<file path="src/rtl/d_bank_pkg.sv">
`default_nettype none
// ============================================================================
//  Module      : d_bank_pkg
//  Description : Shared definitions for the d_bank_ctrl bank sequencer:
//                completion op codes, FSM state encoding and pulse-length
//                clamping helper.
//  Revision    : 1.0  initial release
// ============================================================================
package d_bank_pkg;

   // Operation codes reported on ack_op alongside ack
   localparam logic [1:0] OP_NONE = 2'd0;
   localparam logic [1:0] OP_CLR  = 2'd1;
   localparam logic [1:0] OP_PRE  = 2'd2;
   localparam logic [1:0] OP_LD   = 2'd3;

   // Sequencer state encoding
   typedef enum logic [2:0] {
      ST_IDLE = 3'd0,
      ST_CLR  = 3'd1,
      ST_PRE  = 3'd2,
      ST_LOAD = 3'd3,
      ST_ACK  = 3'd4
   } state_e;

   // A pulse length of 0 is meaningless for the async controls; treat it as 1
   function automatic int pulse_eff(input int cyc);
      return (cyc < 1) ? 1 : cyc;
   endfunction

endpackage
`default_nettype wire

</file>
<file path="src/rtl/d_bank_ctrl_pulse_timer.sv">
`default_nettype none
// ============================================================================
//  Module      : pulse_timer
//  Description : Loadable down-counter timing the pr/ps pulse. Reloads to the
//                pulse length on load, counts down while count_en is high and
//                saturates at 1, so it never wraps during an active state.
//  Ports       : clk, rst_n      - clock, async active-low reset
//                load            - reload counter (grant edge)
//                count_en        - decrement while pulse is active
//                done            - current cycle is the last pulse cycle
//  Revision    : 1.0  initial release
// ============================================================================
module pulse_timer
   import d_bank_pkg::*;
#(
   parameter int PULSE_CYC = 2
) (
   input  logic clk,
   input  logic rst_n,
   input  logic load,
   input  logic count_en,
   output logic done
);

   localparam int            P_EFF    = pulse_eff(PULSE_CYC);
   localparam int            CW       = $clog2(P_EFF + 1);
   localparam logic [CW-1:0] LOAD_VAL = CW'(P_EFF);
   localparam logic [CW-1:0] ONE      = CW'(1);

   logic [CW-1:0] cnt_q, cnt_d;

   always_comb begin
      cnt_d = cnt_q;
      if (load) begin
         cnt_d = LOAD_VAL;
      end else if (count_en && (cnt_q > ONE)) begin
         cnt_d = cnt_q - ONE;
      end
   end

   always_ff @(posedge clk or negedge rst_n) begin
      if (!rst_n) begin
         cnt_q <= '0;
      end else begin
         cnt_q <= cnt_d;
      end
   end

   // Count value 1 marks the final pulse cycle; the FSM leaves on the next edge
   assign done = (cnt_q <= ONE);

endmodule
`default_nettype wire

</file>
<file path="src/rtl/d_bank_ctrl.sv">
`default_nettype none
// ============================================================================
//  Module      : d_bank_ctrl
//  Description : Fixed-priority sequencer for a bank of d_pr_ps flops.
//                Grants one of clear/preset/load at a time, drives the bank
//                controls mutually exclusively, returns a one-cycle ack.
//  Ports       : clk, rst_n                 - clock, async active-low reset
//                clr_req, pre_req, ld_req   - level requests, held until ack
//                ld_data [WIDTH]            - load value, sampled on grant
//                busy, ack, ack_op[2]       - status / completion
//                bank_d, bank_en, bank_pr, bank_ps - bank drive (registered)
//  Revision    : 1.0  initial release
// ============================================================================
module d_bank_ctrl
   import d_bank_pkg::*;
#(
   parameter int WIDTH     = 4,
   parameter int PULSE_CYC = 2
) (
   input  logic             clk,
   input  logic             rst_n,
   input  logic             clr_req,
   input  logic             pre_req,
   input  logic             ld_req,
   input  logic [WIDTH-1:0] ld_data,
   output logic             busy,
   output logic             ack,
   output logic [1:0]       ack_op,
   output logic [WIDTH-1:0] bank_d,
   output logic             bank_en,
   output logic             bank_pr,
   output logic             bank_ps
);

   state_e           state_q, state_d;
   logic             busy_q, busy_d;
   logic             ack_q, ack_d;
   logic [1:0]       ack_op_q, ack_op_d;
   logic [WIDTH-1:0] bank_d_q, bank_d_d;
   logic             bank_en_q, bank_en_d;
   logic             bank_pr_q, bank_pr_d;
   logic             bank_ps_q, bank_ps_d;
   logic             tmr_load, tmr_done;

   pulse_timer #(
      .PULSE_CYC (PULSE_CYC)
   ) u_pulse_timer (
      .clk      (clk),
      .rst_n    (rst_n),
      .load     (tmr_load),
      .count_en ((state_q == ST_CLR) || (state_q == ST_PRE)),
      .done     (tmr_done)
   );

   always_comb begin
      state_d  = state_q;
      bank_d_d = bank_d_q;
      tmr_load = 1'b0;

      case (state_q)
         ST_IDLE: begin
            if (clr_req) begin
               state_d  = ST_CLR;
               tmr_load = 1'b1;
            end else if (pre_req) begin
               state_d  = ST_PRE;
               tmr_load = 1'b1;
            end else if (ld_req) begin
               state_d  = ST_LOAD;
               bank_d_d = ld_data;
            end
         end
         ST_CLR, ST_PRE: begin
            if (tmr_done) state_d = ST_ACK;
         end
         ST_LOAD: state_d = ST_ACK;
         ST_ACK:  state_d = ST_IDLE;
         default: state_d = ST_IDLE;
      endcase

      // Outputs are decoded from the next state so they change on the same
      // edge as the state and come straight from flops.
      busy_d    = (state_d != ST_IDLE);
      bank_ps_d = (state_d == ST_CLR);
      bank_pr_d = (state_d == ST_PRE);
      bank_en_d = (state_d == ST_LOAD);
      ack_d     = (state_d == ST_ACK);
      ack_op_d  = OP_NONE;
      if (state_d == ST_ACK) begin
         case (state_q)
            ST_CLR:  ack_op_d = OP_CLR;
            ST_PRE:  ack_op_d = OP_PRE;
            ST_LOAD: ack_op_d = OP_LD;
            default: ack_op_d = OP_NONE;
         endcase
      end
   end

   // Async reset drops pr/ps/en at once and discards any in-flight op
   always_ff @(posedge clk or negedge rst_n) begin
      if (!rst_n) begin
         state_q   <= ST_IDLE;
         busy_q    <= 1'b0;
         ack_q     <= 1'b0;
         ack_op_q  <= OP_NONE;
         bank_d_q  <= '0;
         bank_en_q <= 1'b0;
         bank_pr_q <= 1'b0;
         bank_ps_q <= 1'b0;
      end else begin
         state_q   <= state_d;
         busy_q    <= busy_d;
         ack_q     <= ack_d;
         ack_op_q  <= ack_op_d;
         bank_d_q  <= bank_d_d;
         bank_en_q <= bank_en_d;
         bank_pr_q <= bank_pr_d;
         bank_ps_q <= bank_ps_d;
      end
   end

   assign busy    = busy_q;
   assign ack     = ack_q;
   assign ack_op  = ack_op_q;
   assign bank_d  = bank_d_q;
   assign bank_en = bank_en_q;
   assign bank_pr = bank_pr_q;
   assign bank_ps = bank_ps_q;

endmodule
`default_nettype wire

</file>
<file path="config.mk">
export PLATFORM = sky130hd
export DESIGN_NAME = d_bank_ctrl
export DESIGN_NICKNAME = d
export VERILOG_FILES = /design/src/rtl/d_bank_pkg.sv /design/src/rtl/d_bank_ctrl_pulse_timer.sv /design/src/rtl/d_bank_ctrl.sv
export SDC_FILE = /design/constraint.sdc
export NUM_CORES = 1
export LEC_CHECK = 0
export BUFFER_PORTS_ARGS = -buffer_cell sky130_fd_sc_hd__clkbuf_2
export CORE_MARGIN = 1
export CORE_UTILIZATION = 52
export CTS_CLUSTER_DIAMETER = 200
export DETAILED_ROUTE_END_ITERATION = 10
export GPL_ROUTABILITY_DRIVEN = 0
export PLACE_DENSITY = 0.78
export SLEW_MARGIN = 15
export SYNTH_ARGS = -nofsm -noshare
export SYNTH_HDL_FRONTEND = slang
export SYNTH_SLANG_ARGS = --single-unit
</file>
<file path="constraint.sdc">
create_clock -name clk -period 4.2 [get_ports clk]
set_input_delay 1.26 -clock clk [delete_from_list [all_inputs] [get_ports clk]]
set_output_delay 1.26 -clock clk [all_outputs]
set_load 0.1 [all_outputs]
</file>
; ---- Yosys cells after proc, flatten, opt, wreduce, memory -nomap -nowiden
; Index checks and enable logic that the tools add are counted.
[word_totals]
reg_bits = 16
out_inout_bits = 11
input_bits = 9
word_cells = 40
[op_classes]
reduce_logical = 7
magnitude_cmp = 2
n_eq_ne = 7
bitwise = 2
add_sub_neg = 1
muxes = 12
[op_table]
columns = cell, count
row1 = 3-bit by 2-bit equality test with 1-bit output (second input constant), 4
row2 = 3-bit two-way mux, 4
row3 = 3-bit case mux with 3 select lines, 1
row4 = 3-bit by 1-bit equality test with 1-bit output (second input constant), 2
row5 = 2-bit two-way mux, 3
row6 = 2-bit case mux with 3 select lines, 1
row7 = 4-bit AND reduction, 1
row8 = 3-bit equality test (second input constant), 1
row9 = 3-bit zero test, 1
row10 = 1-bit two-way mux, 3
row11 = 3-bit nonzero test, 1
row12 = 2-bit by 1-bit greater-than comparator with 1-bit output (second input constant), 1
row13 = 2-bit by 1-bit <= comparator with 1-bit output (second input constant), 1
row14 = 1-bit NOT, 2
row15 = 2-bit nonzero test, 1
row16 = 2-bit OR reduction, 1
row17 = 2-bit by 1-bit subtractor with 2-bit output (second input constant), 1
row18 = 1-bit logical AND, 1
row19 = 1-bit logical OR, 1

; ---- Longest topological paths before layout
; Gate-level depths: netlist of the first run.
[logic_depth]
word_depth = 6
depth_mapped = 6
depth_no_buf = 6

; ---- Modules after synthesis
; Synthesis of the first run repeated with hierarchy kept, for this count alone.
[hier_totals]
cells_unflattened = 53
area_unflattened_um2 = 700.7
[modules_own_cells]
columns = mod, instances, seq_area_each_um2, area_each_um2, cells_per_inst
row1 = d_bank_ctrl, 1, 350.3, 566.8, 42
row2 = pulse_timer, 1, 50.0, 133.9, 11

; ---- Worst setup path after synthesis of the first run
; No wires, ideal clock.
[synth_path]
kind = input to register
start = input port ld_req
end = register bank_d_q[0] (netlist: bank_d[0])
t_arrival_ns = 2.207
setup_time_ns = 0.125
required_time_ns = 4.075
n_path_buf = 0
path_slack_ns = 1.868
cell_stages = 4
path_cell_list = or2_2 > a32o_1 > nand2_4 > mux2_4
[synth_via]
elab_chain_len = 1
[synth_rtl]
columns = item, line
row1 = from (decl), d_bank_ctrl.sv:24  ; input logic ld_req,
row2 = 4-bit AND reduction (no source line), n/a
row3 = to (signal assigned), d_bank_ctrl.sv:115  ; bank_d_q <= bank_d_d;
row4 = to (decl), d_bank_ctrl.sv:39  ; logic [WIDTH-1:0] bank_d_q, bank_d_d;
; Every way passes these cells.
; A chain may end at the register's enable or synchronous reset.

; ---- Worst setup path in the final report of the first run
[layout_path]
start = register bank_d_q[1] (netlist: bank_d[1])
end = output port bank_d[1]
[layout_lines]
columns = item, line
row1 = to (decl), d_bank_ctrl.sv:29  ; output logic [WIDTH-1:0] bank_d,
; No word-level cell between the ends.

==> results of run 1 <==
final cells by class:
type	count	area [sq um]	area share, %
Timing Repair Buffer	19	95.1	11.5
Sequential cell	16	400	48.5
Multi-Input combinational cell	34	279	33.8
Tap cell	14	17.5	2.12
Inverter	3	11.3	1.36
Clock buffer	3	22.5	2.73
cells in the final DEF, fill, tap and decap left out, types with 2 or more instances in the layout:
cell / instances
nor2_1: 5
dfrtp_1: 16
xnor2_1: 2
clkbuf_2: 19
nor3_1: 2
a21oi_1: 3
and2_1: 2
inv_1: 3
mux2_4: 4
clkbuf_4: 3
cell families (layout without fill, tap and decap cells):
family	after synthesis	count (layout)	synth area share (%)
AO/OA/AOI/OAI	8	8	10.0
buffers and inverters	6	25	4.57
multiplexers	4	4	8.44
adder cells (fa/ha/maj)	1	1	1.76
AND/OR/NAND/NOR	19	19	16.5
XOR/XNOR	2	2	2.46
flip-flops	16	16	56.2
state kept, by name (all words and copies together) (netlist names):
| signal | count |
|---|---|
| bank_en | 1 |
| state_q | 3 |
| u_pulse_timer.cnt_q | 2 |
| bank_pr | 1 |
| ack_op | 2 |
| bank_ps | 1 |
| ack | 1 |
| bank_d | 4 |
| busy | 1 |
per-layer routing:
metal / global-route usage [%] / up-vias / part of all wire, %
met5: 0 / - / 0
met4: 18.1 / 0 / 3.4
met3: 3.47 / 4 / 4.8
met2: 33.3 / 21 / 49
met1: 23.7 / 229 / 43
li1: - / 225 / -
worst min path at each step:
stage | to | cells after the start
floorplan | ack | 2
global placement | bank_d[1] | 1
detailed placement | bank_d[3] | 1
CTS | bank_d[3] | 1
global route | bank_d[3] | 1
finish | bank_d[3] | 1
through the flow:
step	setup WS [ns]	hold slack (ns)
after CTS	1.81	0.520
final	1.82	0.519
after detailed placement	1.70	0.495
after floorplan	1.87	0.509
after global placement	1.75	0.497
after global routing	1.79	0.532
==> flow_metrics.env, run 1 <==
export IMPL_regToRegSetupSlack_ns=2.35
export IMPL_drv_cap=0
export IMPL_fp_dieW_um=39
export IMPL_ys_ff_latch=16
export IMPL_fin_util_pct=69.6
export IMPL_max_slew_margin_pct=64.1
export IMPL_synth_nets=66
export IMPL_path_class="flop to output pin"
export IMPL_grt_max_degree=17
export IMPL_startpoint_type="flop"
export IMPL_cpPeakStageDelay_ns=0.46
export IMPL_timing_fmax_mhz=421
export IMPL_cts_made_buffers=3
export IMPL_drc=0
export IMPL_grt_antenna_before_repair=0
export IMPL_path_delay_family="buffers and inverters"
export IMPL_cts_root_buf="clkbuf_4"
export IMPL_gr_total_overflow=0
export IMPL_syn_inst=56
export IMPL_instances_no_fill=89
export IMPL_cts_resized=0
export IMPL_slew_viol_final=0
export IMPL_num_vias=479
export IMPL_grt_pass1_vias=445
export IMPL_synth_common_cells="dfrtp_1, nor2_1, mux2_4"
export IMPL_grt_pass1_wl_mm=1.98
export IMPL_r2r_end="bank_d[0]"
export IMPL_yosys_area_top_type="dfrtp_1"
export IMPL_path_clk_slew_ns=0.09
export IMPL_yosysTopAreaCellShare_pct=56.2
export IMPL_wl_per_cell_um=13.5
export IMPL_end_kind="output pin"
export IMPL_reg2reg_depth=6
export IMPL_clock_sinks=16
export IMPL_reg2reg_from="u_pulse_timer.cnt_q[1]"
export IMPL_dp_cells=86
export IMPL_synth_area_top_cells="dfrtp_1, mux2_4, a221oi_4"
export IMPL_synth_edf_count=0
export IMPL_path_cells="clkbuf_2"
export IMPL_ys_flop_type="dfrtp_1"
export IMPL_antennaDiodeCount=0
export IMPL_cts_tree="built"
export IMPL_core_region_area_sq_mm=0.00119
export IMPL_min_from="bank_d[3]"
export IMPL_io_pins=20
export IMPL_finalSetupViolCount=0
export IMPL_syn_to_final_growth_pct=16.0
export IMPL_drive_gt1_share_pct=42.7
export IMPL_synth_avg_cell_area_sq_um=12.7
export IMPL_clkLatencyLatePin_ns=0.28
export IMPL_layout_nets=87
export IMPL_fp_dieH_um=39
export IMPL_cp_required_ns=2.94
export IMPL_hp_class="flop to flop"
export IMPL_arrival_ns=1.12
export IMPL_fin_crit_ns=2.38
export IMPL_design_die_area_sq_mm=0.00152
export IMPL_drtAntennaViolNets=0
export IMPL_fillers=83
export IMPL_dr_first_iter_drc_count=12
export IMPL_dpl_cell_area_sq_um=803
export IMPL_finalSetupTns_ns=0
export IMPL_status="finished clean"
export IMPL_initial_core_util_pct=60.0
export IMPL_startpoint="bank_d[1]"
export IMPL_hold_violations=0
export IMPL_yosysUniqueCellTypes=26
export IMPL_yosysMostFrequentCell="dfrtp_1"
export IMPL_htree_levels=1
export IMPL_wl_mm=1.20
export IMPL_period_share_pct=56.6
export IMPL_endpoint="bank_d[1]"
export IMPL_synthArstFlopShare_pct=100
export IMPL_path_buf_inv=1
export IMPL_fin_skew_ns=0.00506
export IMPL_ys_warn_count=0
export IMPL_via_per_inst=5.38
export IMPL_design_area_sq_um=826
export IMPL_dr_pass1_iters=4
export IMPL_clock_path_buffers=2
export IMPL_slowest_stage="clkbuf_2"
export IMPL_track_usage_pct=20.9
export IMPL_rows=12
export IMPL_cts_setup_buffers=0
export IMPL_rsz0062_at_grt="false"
export IMPL_worst_pin_slew_ns=0.541
export IMPL_worst_path_max_fanout=2
export IMPL_seq_area_frac_synth_pct=56.2
export IMPL_port_buffers=19
export IMPL_ctsHoldBuffers=0
export IMPL_syn_area_sq_um=712
export IMPL_crit_cells=1
Power of run 1 is left out: the tool's default activity adds up to more than one toggle a clock period on the data nets, which glitch-free logic cannot reach.
==> inputs of run 2 (changes only) <==
--- a/config.mk
+++ b/config.mk
@@ -5,13 +5,14 @@
 export SDC_FILE = /design/constraint.sdc
 export NUM_CORES = 1
 export LEC_CHECK = 0
+export ABC_AREA = 1
 export BUFFER_PORTS_ARGS = -buffer_cell sky130_fd_sc_hd__clkbuf_2
 export CORE_MARGIN = 1
-export CORE_UTILIZATION = 52
+export CORE_UTILIZATION = 48
 export CTS_CLUSTER_DIAMETER = 200
 export DETAILED_ROUTE_END_ITERATION = 10
 export GPL_ROUTABILITY_DRIVEN = 0
-export PLACE_DENSITY = 0.78
+export PLACE_DENSITY = 0.73
 export SLEW_MARGIN = 15
 export SYNTH_ARGS = -nofsm -noshare
 export SYNTH_HDL_FRONTEND = slang
==> constraint.sdc (replaced) <==
create_clock -name clk -period 2.2 [get_ports clk]
set_input_delay 0.66 -clock clk [delete_from_list [all_inputs] [get_ports clk]]
set_output_delay 0.66 -clock clk [all_outputs]
set_load 0.1 [all_outputs]
==> run 2 against run 1 <==
First-iteration DRC count increased by 17%. Core utilization decreased by 5.5 points. Worst hold slack got worse by 0.25 ns. Register-to-register slack got worse by 1.5 ns. Global-route usage decreased by 0.63 points. Cell area increased by 3.5%. Critical path type unchanged. Largest cell class unchanged.
==> flow_metrics.env, run 2 <==
export IMPL_cts_tree="built"
export IMPL_io_pins=20
export IMPL_ctsHoldBuffers=0
export IMPL_clkLatencyLatePin_ns=0.28
export IMPL_finalSetupTns_ns=0
export IMPL_worst_pin_slew_ns=0.548
export IMPL_synth_area_top_cells="dfrtp_1, nand2_1, nor2_1"
export IMPL_rows=13
export IMPL_layout_commonest_cell="nand2_1"
export IMPL_period_share_pct=80.4
export IMPL_core_region_area_sq_mm=0.00133
export IMPL_reg2reg_depth=6
export IMPL_path_class="flop to output pin"
export IMPL_layout_common_cells="nand2_1, clkbuf_2, dfrtp_1"
export IMPL_synth_avg_cell_area_sq_um=8.39
export IMPL_hold_violations=0
export IMPL_hp_class="input pin to async pin"
export IMPL_max_slew_margin_pct=63.6
export IMPL_cts_made_buffers=3
export IMPL_setup_slack_ns=0.432
export IMPL_drive_gt1_share_pct=29.0
export IMPL_crit_cells=1
export IMPL_synth_edf_count=0
export IMPL_arrival_ns=1.11
export IMPL_largest_reg_flops=4
export IMPL_layout_nets=118
export IMPL_whs_ns=0.269
export IMPL_num_vias=584
export IMPL_startpoint_type="flop"
export IMPL_yosys_area_top_type="dfrtp_1"
export IMPL_port_buffers=19
export IMPL_slowest_stage="clkbuf_2"
export IMPL_track_usage_pct=20.2
export IMPL_end_kind="output pin"
export IMPL_cp_required_ns=1.54
export IMPL_initial_core_util_pct=52.8
export IMPL_dr_pass1_iters=4
export IMPL_worst_path_max_fanout=2
export IMPL_syn_area_sq_um=704
export IMPL_drv_cap=0
export IMPL_rsz0062_at_grt="false"
export IMPL_status="finished clean"
export IMPL_fin_crit_ns=1.77
export IMPL_fin_skew_ns=0.00144
export IMPL_slew_viol_final=0
export IMPL_drtAntennaViolNets=0
export IMPL_path_clk_slew_ns=0.09
export IMPL_synth_common_cells="nand2_1, dfrtp_1, nor2_1"
export IMPL_yosysMostFrequentCell="nand2_1"
export IMPL_synthArstFlopShare_pct=100
export IMPL_grt_antenna_before_repair=0
export IMPL_path_delay_family="buffers and inverters"
export IMPL_fp_dieH_um=40.3
export IMPL_via_per_inst=4.79
export IMPL_cts_root_buf="clkbuf_4"
export IMPL_syn_inst=84
export IMPL_synth_nets=94
export IMPL_seq_area_frac_synth_pct=56.8
export IMPL_timing_fmax_mhz=565
export IMPL_path_buf_inv=1
export IMPL_syn_to_final_growth_pct=21.3
export IMPL_cts_resized=0
export IMPL_wl_mm=1.31
export IMPL_place_ws_ns=0.736
export IMPL_path_cells="clkbuf_2"
export IMPL_cts_setup_buffers=0
export IMPL_clock_sinks=16
export IMPL_gr_total_overflow=0
export IMPL_cpPeakStageDelay_ns=0.46
export IMPL_dr_first_iter_drc_count=14
export IMPL_antennaDiodeCount=0
export IMPL_ys_ff_latch=16
export IMPL_htree_levels=1
export IMPL_design_die_area_sq_mm=0.00162
export IMPL_yosysUniqueCellTypes=15
export IMPL_grt_pass1_vias=500
export IMPL_dpl_hpwl_mm=1.03
export IMPL_drc=0
export IMPL_yosysTopAreaCellShare_pct=56.8
export IMPL_ys_flop_type="dfrtp_1"
export IMPL_fp_dieW_um=40.3
export IMPL_clock_path_buffers=2
export IMPL_wl_per_cell_um=10.7
export IMPL_finalSetupViolCount=0
export IMPL_grt_pass1_wl_mm=2.04
export IMPL_ys_warn_count=0
export IMPL_grt_max_degree=17
export IMPL_fin_util_pct=64.1
[run 2: cell types whose count changed after synthesis, moves of 4 or more]
cell | before | now
mux2_4 | 4 | 0
inv_1 | 3 | 8
nand2_1 | 1 | 25
nor2_1 | 5 | 12
nand3_1 | 0 | 8
[run 2: cell families after synthesis]
group	after synthesis	synth area share, %
DFF	16	56.8
and+or+nand+nor	52	32.3
AOI/OAI and AO/OA	4	2.84
adders and majority gates	1	1.78
buffers and inverters	11	6.22
[run 2: cell type report]
type	instances	area (sq um)
Clock buffer	4	36.3
Timing Repair Buffer	19	95.1
Tap cell	15	18.8
Sequential cell	16	400
Multi-Input combinational cell	57	260
Fill cell	112	479
Inverter	11	43.8
[run 2: final timing paths]
kind | startpoint | endpoint | slack, ns
worst max-delay path | bank_d[2] | bank_d[2] | 0.43
worst min-delay path | rst_n | u_pulse_timer.cnt_q[0] | 0.27
worst max register to register | u_pulse_timer.cnt_q[1] | bank_pr | 0.89
worst min register to register | bank_d[3] | bank_d[3] | 0.49
max in group asynchronous | rst_n | state_q[2] | 1.66
min in group clk | bank_d[3] | bank_d[3] | 0.49
[run 2: stage by stage]
stage | std cells | cell area [sq um]
after floorplan | 84 | 704
after global placement | 118 | 818
after detailed placement | 118 | 818
after CTS | 122 | 855
after global routing | 122 | 855
final | 122 | 855
[run 2: metal layers]
metal	part of all wire, %	global-route usage [%]	vias up
met5	0	0	-
met2	47	30.6	13
li1	-	-	310
met1	47	24.7	256
met4	2.0	12.5	0
met3	3.6	6.67	5
Power of run 2 is left out for the same reason.
